`config.mk`:
```
export PLATFORM = sky130hd
export DESIGN_NAME = spi_master
export DESIGN_NICKNAME = d
export VERILOG_FILES = /design/src/rtl/spi_pkg.sv /design/src/rtl/spi_clkgen.sv /design/src/rtl/spi_master.sv
export SDC_FILE = /design/constraint.sdc
export NUM_CORES = 1
export LEC_CHECK = 0
export BUFFER_PORTS_ARGS = -buffer_cell sky130_fd_sc_hd__buf_4
export CAP_MARGIN = 15
export CELL_PAD_IN_SITES_DETAIL_PLACEMENT = 0
export CELL_PAD_IN_SITES_GLOBAL_PLACEMENT = 1
export CORE_UTILIZATION = 44
export DETAILED_ROUTE_END_ITERATION = 16
export PLACE_DENSITY = 0.78
export SLEW_MARGIN = 20
export SYNTH_ARGS = -nofsm -noshare
export SYNTH_HDL_FRONTEND = slang
export SYNTH_SLANG_ARGS = --single-unit
export TNS_END_PERCENT = 20
```
`constraint.sdc`:
```
create_clock -name clk -period 2.1 [get_ports clk]
set_input_delay 0.315 -clock clk [delete_from_list [all_inputs] [get_ports clk]]
set_output_delay 0.315 -clock clk [all_outputs]
set_load 0.05 [all_outputs]
```
`src/rtl/spi_pkg.sv`:
```
// Shared definitions for the SPI initiator: FSM encoding, frame geometry, rw encoding.
package spi_pkg;

  typedef enum logic [2:0] {
    IDLE  = 3'd0,
    SETUP = 3'd1,
    SHIFT = 3'd2,
    HOLD  = 3'd3,
    GAP   = 3'd4
  } state_t;

  localparam int DEF_ADDR_W = 7;
  localparam int DEF_DATA_W = 8;
  localparam int FRAME_W    = DEF_ADDR_W + 1 + DEF_DATA_W;

  localparam logic RW_READ  = 1'b1;
  localparam logic RW_WRITE = 1'b0;

  // Frame length for a given address/data split: address, one rw bit, data.
  function automatic int frame_width(input int addr_w, input int data_w);
    return addr_w + 1 + data_w;
  endfunction

endpackage

```
`src/rtl/spi_clkgen.sv`:
```
// SPI clock divider: owns the divide counter and produces sclk plus edge ticks.
module spi_clkgen #(
  parameter int CLK_DIV = 4
) (
  input  logic clk,
  input  logic rst_n,
  input  logic cnt_en,
  input  logic shift_en,
  output logic wrap_tick,
  output logic rise_tick,
  output logic fall_tick,
  output logic sclk
);

  localparam int DIV_W = (CLK_DIV > 1) ? $clog2(CLK_DIV) : 1;
  localparam logic [DIV_W-1:0] DIV_LAST = DIV_W'(CLK_DIV - 1);

  logic [DIV_W-1:0] div_cnt;

  // The counter also times SETUP/HOLD, but sclk only toggles while shifting.
  assign wrap_tick = cnt_en && (div_cnt == DIV_LAST);
  assign rise_tick = shift_en && wrap_tick && !sclk;
  assign fall_tick = shift_en && wrap_tick && sclk;

  // Divide counter (wraps at CLK_DIV-1) and sclk level register.
  always_ff @(posedge clk or negedge rst_n) begin
    if (!rst_n) begin
      div_cnt <= '0;
      sclk    <= 1'b0;
    end else begin
      if (!cnt_en || wrap_tick) div_cnt <= '0;
      else                      div_cnt <= div_cnt + 1'b1;
      if (rise_tick)                   sclk <= 1'b1;
      else if (fall_tick || !shift_en) sclk <= 1'b0;
    end
  end

endmodule

```
`src/rtl/spi_master.sv`:
```
// SPI mode-0 initiator: one {addr, rw, data} frame per accepted request.
module spi_master
  import spi_pkg::*;
#(
  parameter int CLK_DIV = 4,
  parameter int ADDR_W  = 7,
  parameter int DATA_W  = 8,
  parameter int CS_GAP  = 2
) (
  input  logic              clk,
  input  logic              rst_n,
  input  logic              req_valid,
  output logic              req_ready,
  input  logic              req_rw,
  input  logic [ADDR_W-1:0] req_addr,
  input  logic [DATA_W-1:0] req_wdata,
  output logic              rsp_done,
  output logic [DATA_W-1:0] rsp_rdata,
  output logic              busy,
  output logic              sclk,
  output logic              cs_n,
  output logic              mosi,
  input  logic              miso
);

  localparam int FW    = frame_width(ADDR_W, DATA_W);
  localparam int GAP_W = (CS_GAP > 1) ? $clog2(CS_GAP) : 1;
  localparam logic [4:0] LAST_BIT = 5'(FW - 1);
  localparam logic [4:0] FIRST_RX = 5'(ADDR_W + 1);

  state_t            state, state_nxt;
  logic              cnt_en, shift_en;
  logic              wrap_tick, rise_tick, fall_tick;
  logic              accept, hold_done;
  logic [FW-1:0]     tx;
  logic [DATA_W-1:0] rx;
  logic [DATA_W-1:0] wdata_fill;
  logic              rw_flag;
  logic [4:0]        bit_cnt;
  logic [GAP_W-1:0]  gap_cnt;

  spi_clkgen #(.CLK_DIV(CLK_DIV)) u_clkgen (
    .clk       (clk),
    .rst_n     (rst_n),
    .cnt_en    (cnt_en),
    .shift_en  (shift_en),
    .wrap_tick (wrap_tick),
    .rise_tick (rise_tick),
    .fall_tick (fall_tick),
    .sclk      (sclk)
  );

  // req_ready is gated by rst_n so it reads low for the whole reset assertion.
  assign req_ready  = rst_n && (state == IDLE);
  assign accept     = req_valid && req_ready;
  assign busy       = (state != IDLE);
  assign hold_done  = (state == HOLD) && wrap_tick;
  assign cs_n       = !cnt_en;
  assign mosi       = cnt_en && tx[FW-1];
  assign wdata_fill = (req_rw == RW_READ) ? {DATA_W{1'b0}} : req_wdata;

  // State register.
  always_ff @(posedge clk or negedge rst_n) begin
    if (!rst_n) state <= IDLE;
    else        state <= state_nxt;
  end

  // Next-state decode and divider enables.
  always_comb begin
    state_nxt = state;
    cnt_en    = 1'b0;
    shift_en  = 1'b0;
    case (state)
      IDLE:  if (accept) state_nxt = SETUP;
      SETUP: begin
        cnt_en = 1'b1;
        if (wrap_tick) state_nxt = SHIFT;
      end
      SHIFT: begin
        cnt_en   = 1'b1;
        shift_en = 1'b1;
        if (fall_tick && (bit_cnt == LAST_BIT)) state_nxt = HOLD;
      end
      HOLD: begin
        cnt_en = 1'b1;
        if (wrap_tick) state_nxt = GAP;
      end
      GAP:     if (gap_cnt == '0) state_nxt = IDLE;
      default: state_nxt = IDLE;
    endcase
  end

  // Frame shift registers, bit/gap counters and response registers.
  always_ff @(posedge clk or negedge rst_n) begin
    if (!rst_n) begin
      tx        <= '0;
      rx        <= '0;
      rw_flag   <= RW_WRITE;
      bit_cnt   <= '0;
      gap_cnt   <= '0;
      rsp_done  <= 1'b0;
      rsp_rdata <= '0;
    end else begin
      rsp_done <= hold_done;
      if (accept) begin
        tx      <= {req_addr, req_rw, wdata_fill};
        rw_flag <= req_rw;
        rx      <= '0;
        bit_cnt <= '0;
      end
      if ((state == SETUP) && wrap_tick) bit_cnt <= '0;
      // mosi only moves on the falling sclk edge, keeping it stable while sclk is high.
      if (fall_tick) begin
        tx      <= {tx[FW-2:0], 1'b0};
        bit_cnt <= bit_cnt + 1'b1;
      end
      if (rise_tick && (rw_flag == RW_READ) && (bit_cnt >= FIRST_RX))
        rx <= {rx[DATA_W-2:0], miso};
      if (hold_done && (rw_flag == RW_READ)) rsp_rdata <= rx;
      if (hold_done)                             gap_cnt <= GAP_W'(CS_GAP - 1);
      else if ((state == GAP) && (gap_cnt != '0)) gap_cnt <= gap_cnt - 1'b1;
    end
  end

endmodule

```
* Yosys cells after proc, flatten, opt, wreduce, memory -nomap -nowiden
Cells that the tools add are included.
** Storage, ports and cells
- Bits in registers :: 46
- Latch bits :: 0
- Bits in writable memories :: 0
- ROM bits :: 0
- Input bits :: 20
- Memories :: 0
** Cells by class
- $add $sub $neg :: 3
- Multiply operators :: 0
- Div/mod/pow operators :: 0
- $lt $le $gt $ge :: 1
- Equality and inequality tests :: 11
- Shift operators :: 0
- Mux-type cells :: 21
- Bitwise logic cells :: 0
- Reductions and logical operators :: 28
** Operator list (number)
- two-way mux 16 bit :: 2
- two-way mux 8 bit :: 3
- two-way mux 3 bit :: 5
- two-way mux 5 bit :: 3
- one-hot mux 3 bit (5 select lines) :: 1
- logical AND 1 bit :: 14
- nonzero test 2 bit :: 4
- equality test 3 x 2 -> 1 bit, second input constant :: 2
- two-way mux 1 bit :: 6
- != test 2 bit, second input constant :: 3
- nonzero test 3 bit :: 2
- adder 5 x 1 -> 5 bit, second input constant :: 1
- equality test 5 x 4 -> 1 bit, second input constant :: 1
- greater-or-equal comparator 5 x 4 -> 1 bit, second input constant :: 1
- AND reduction 5 bit :: 1
- != test 2 x 1 -> 1 bit, second input constant :: 2
- equality test 3 x 1 -> 1 bit, second input constant :: 1
- equality test 3 bit, second input constant :: 1
- logical NOT 1 bit :: 3
- logical NOT 3 bit :: 1
- OR reduction 3 bit :: 1
- adder 2 x 1 -> 2 bit, second input constant :: 1
- equality test 2 bit, second input constant :: 1
- logical OR 1 bit :: 2
- 2 further kinds :: 2

* Logic depth before layout (Yosys ltp)
- Word-level depth :: 9
- Depth in mapped cells :: 7

* Cells and area by module
A second synthesis with hierarchy kept.
** Second synthesis, totals
- Cell total of the unflattened synthesis :: 205
- Area total of the unflattened synthesis :: 2164.6 um^2
** Modules (own cells, without submodules)
- spi_master :: instances 1, cells an instance 193, area an instance 2025.7 um^2
- spi_clkgen :: instances 1, cells an instance 12, area an instance 138.9 um^2

* Least setup slack after synthesis
Ideal clock, no wire load.
- Kind :: flip-flop to output port
- Start point :: register state[0]
- End point :: output mosi
- Data arrival time :: 1.701 ns
- Data required time :: 1.785 ns
- Slack :: 0.084 ns
- Cell stages (with the launch flop) :: 5
- Buffers on the path :: 1
- Cells stage by stage :: dfrtp_1 > buf_2 > nor2_1 > or2_2 > nor2_1
** Between the ends
- Longest elaborated chain between the ends :: 4
- Elaborated cells on any way between the ends :: 6
- Those cells by class :: eq/ne (3); mux (1); reduce/logical (2)
** RTL lines
- start, declared :: line spi_master.sv:31 : state_t state, state_nxt;
- start signal, assigned :: line spi_master.sv:65 : else state <= state_nxt;
- equality test 3 x 2 -> 1 bit / equality test 3 x 1 -> 1 bit (equally long branches) :: line spi_master.sv:73 : case (state)
- OR reduction 3 bit (no line) (*)
- two-way mux 1 bit (*) :: line spi_master.sv:73
- logical AND 1 bit (*) :: line spi_master.sv:59 : assign mosi = cnt_en && tx[FW-1];
- end, declared :: line spi_master.sv:22 : output logic mosi,
Mark *: on every way between the ends. The rest lies on a longest branch, timed or not.

* Final worst setup path
- Start point :: register state[1]
- End point :: output req_ready
** Between the ends
- Longest elaborated chain between the ends :: 2
** RTL lines
- logical NOT 3 bit :: line spi_master.sv:54 : assign req_ready = rst_n && (state == IDLE);
- logical AND 1 bit :: line spi_master.sv:54
- end, declared :: line spi_master.sv:13 : output logic req_ready,
Every way passes these cells.

==> summary.md <==
| Metric | Value |
|---|---|
| Starting Density | `0.4670` |
| Worst setup EP type | `output port` |
| Relative slew margins | `0.5734` |
| Synth Area per Inst | `10.37 µm²` |
| Max stage delay on crit path | `0.51 ns` |
| Mapped cell area | `2250 µm²` |
| Post-Synth XOR/XNOR Area | `0.01168` |
| Die area | `roughly 5400 µm²` |
| Buf/Inv on CP | `2` |
| Placed cell area | `2569 µm²` |
| Syn Inst Count | `217` |
| Count of final setup violators | `0` |
| Maximum vdd drop | `approximately 0.71 mV` |
| Vias in the first global route | `1629` |
| P_leak | `1.202 nW` |
| Synth Warn # | `0` |
| Pin count of the biggest net entering global routing | `31` |
| Cell family with most CP delay | `flip-flops` |
| Compound-cell area share of the yosys netlist | `0.1624` |
| Crit Path Max Fanout | `21` |
| Sequential share of the synthesized area | `0.5117` |
| Clk slew on worst S/H paths | `0.09 ns` |
| Pwr dens | `1158 nW/µm²` |
| EDFF count, synth | `0` |
| Final Util | `0.5579` |
| # clock sinks | `46` |
| Worst Setup Path Type | `flop to output port` |
| Remaining Overflow, GRT | `0` |
| RSZ-0062 raised after global routing | `no` |
| Critical path cell sequence | `nor3_4 > buf_6 > and2_1 > buf_4` |
| GP Congestion | `0.7204` |
| Main area contributors after synthesis | `dfrtp_1, o21ai_0, mux2_2, a31oi_1, nor3_1` |
| N_diodes | `0` |
| Share of layout cells above drive strength 1 | `0.2869` |
| CTS Root Cell | `clkbuf_8` |
| HPWL after DPL | `between 3000 and 4000 µm` |
| Slew @ Worst Pin | `0.6384 ns` |
| Max_cap viols | `0` |
| Yosys reg bits | `46` |
| Final min period | `about 2.0 ns` |
| Clk_lat worst skew | `a little under 0.3 ns` |
| Area growth syn-to-layout | `19.47%` |
| Die Width | `73.51 µm` |
| Reg2reg setup slack | `~0.26 ns` |
| Per-cell routed wire length | `15.01 µm` |
| DRC viols | `0` |
| Top-area cell type share of the netlist area | `0.5117` |
| Overall routed net length | `4774 µm` |
| FILL cells | `approximately 450` |
| Antenna violations before repair | `0` |
| DRT iter0 DRCs | `133` |
| Hold crit path type | `primary input to async pin` |
| Net count, final | `274` |
| Final hold violations | `0` |
| Chip height | `approximately 74 µm` |
| Final ANT Viol Nets | `0` |
| H-tree depth | `2` |
| TritonRoute pass-1 iters | `4` |
| CTS tree | `yes` |
| GRT Total Usage | `0.1864` |
| Mux contribution to synthesized area | `0.07786` |
| Synth Area in Simple Gates | `0.1635` |
| Longest Clk Path Bufs | `2` |
| Port Buffers | `33` |
| Total I/O pin count | `34` |
| Wire length of the first global-routing pass | `7693 µm` |
| Main synth FF type | `dfrtp_1` |
| Worst Path Arrival | `roughly 1.7 ns` |
| Commonest non-fill, non-tap cell in the layout | `dfrtp_1` |
| Fin Clk Skew | `0.006224 ns` |
| Post-route setup TNS | `0 ns` |
| Asr flop ratio synth | `1.000` |
| CP Launch Type | `flop` |
| Status | `completed` |
| Vias | `1759` |
| Main combinational cell family by area after synthesis | `simple AND/OR/NAND/NOR gates` |
| Post-Synth Adder-Cell Area | `0.02225` |
| Tcrit/Tclk final | `0.9455` |
| Hold Buf Count CTS | `0` |
| Data required, critical path | `approximately 1.8 ns` |
| Rows | `25` |
| Cell variety after synth | `38` |
| Synth area leader | `dfrtp_1` |
| FMAX | `503.6 MHz` |
| CTS Buf Count | `5` |
| Most frequent cells in the layout | `dfrtp_1, buf_4, o21ai_0, nor3_1, a31oi_1` |
| Syn Nets | `241` |
| Design Area, Final | `2688 µm²` |
| Final Max Tran Viols | `0` |
| Core area | `4817 µm²` |
| CP max-delay cell | `dfrtp_2` |
| Vias per cell | `5.531` |
-- final cells by class --
| type | instances | area (µm²) | share of cell area |
|---|---|---|---|
| multi-input combinational | 144 | 991.0 | 0.3687 |
| timing repair inverter | 1 | 5.005 | 0.001862 |
| clock inverter | 1 | 5.005 | 0.001862 |
| timing repair buffer | 43 | 326.6 | 0.1215 |
| tap | 67 | 83.83 | 0.03119 |
| clock buffer | 7 | 86.33 | 0.03212 |
| inverter | 9 | 37.54 | 0.01397 |
| sequential | 46 | 1152 | 0.4288 |
-- state kept, by name (all words and copies together), names as in the netlist --
| register | count |
|---|---|
| gap_cnt | 1 |
| rx | 8 |
| rsp_done | 1 |
| tx | 16 |
| rw_flag | 1 |
| u_clkgen.div_cnt | 2 |
| bit_cnt | 5 |
| state | 3 |
| rsp_rdata | 8 |
| u_clkgen.sclk | 1 |
-- timing repair --
item,CTS,global route
setup endpoints to repair,0,2
buffers inserted,0,1
resized for setup,0,4
-- report_power, final --
| part | switching, W | internal, W |
|---|---|---|
| combinational | 0.000770 | 0.000451 |
| clock | 0.000292 | 0.000266 |
| sequential | 0.000191 | 0.00114 |
-- Yosys cell counts, types with 6 or more instances --
cell type,count
a31oi_1,16
buf_2,7
a21oi_1,6
dfrtp_1,46
clkbuf_1,10
mux2_2,12
inv_1,9
nor3_1,17
o21ai_0,31
nand3_1,9
nor2_1,6
nand4b_1,8
-- logic make-up (layout without fill, tap and decap cells) --
logic type,count (synthesis),count (layout)
adder cells (fa/ha/maj),4,4
XOR/XNOR,3,3
multiplexers,16,16
buffers and inverters,27,61
flip-flops,46,46
AND/OR/NAND/NOR,60,60
AO/OA/AOI/OAI,61,61
-- stage by stage --
step,hold slack (ns),total power [W],std cells,setup slack [ns]
after floorplan,0.01941,0.002168,217,0.08446
after global placement,0.3356,0.002498,308,0.4019
after detailed placement,0.3317,0.002508,308,0.3954
after CTS,0.009918,0.003066,316,0.06553
after global routing,0.01776,0.003307,318,0.01825
final,0.007042,0.003112,318,0.1144
-- metal layers --
metal / vias up / routed length [µm] / GRT usage
li1: 852 / - / -
met1: 858 / 2402 / 0.2729
met2: 44 / 2097 / 0.2803
met3: 5 / 235 / 0.03292
met4: 0 / 38 / 0.05983
met5: - / 0 / 0
-- worst paths after layout --
kind,from,end,depth (start not counted)
min reg2reg,u_clkgen.div_cnt[0]$_DFF_PN0_,u_clkgen.div_cnt[0]$_DFF_PN0_,1
max reg2reg,state[1]$_DFFE_PN0P_,tx[13]$_DFFE_PN0P_,5
min,rst_n,rx[2]$_DFFE_PN0P_,2
max,state[1]$_DFFE_PN0P_,req_ready,4
min in group clk,miso,rx[0]$_DFFE_PN0P_,2
max in group asynchronous,rst_n,state[1]$_DFFE_PN0P_,2
(Power assumes the default switching activity.)
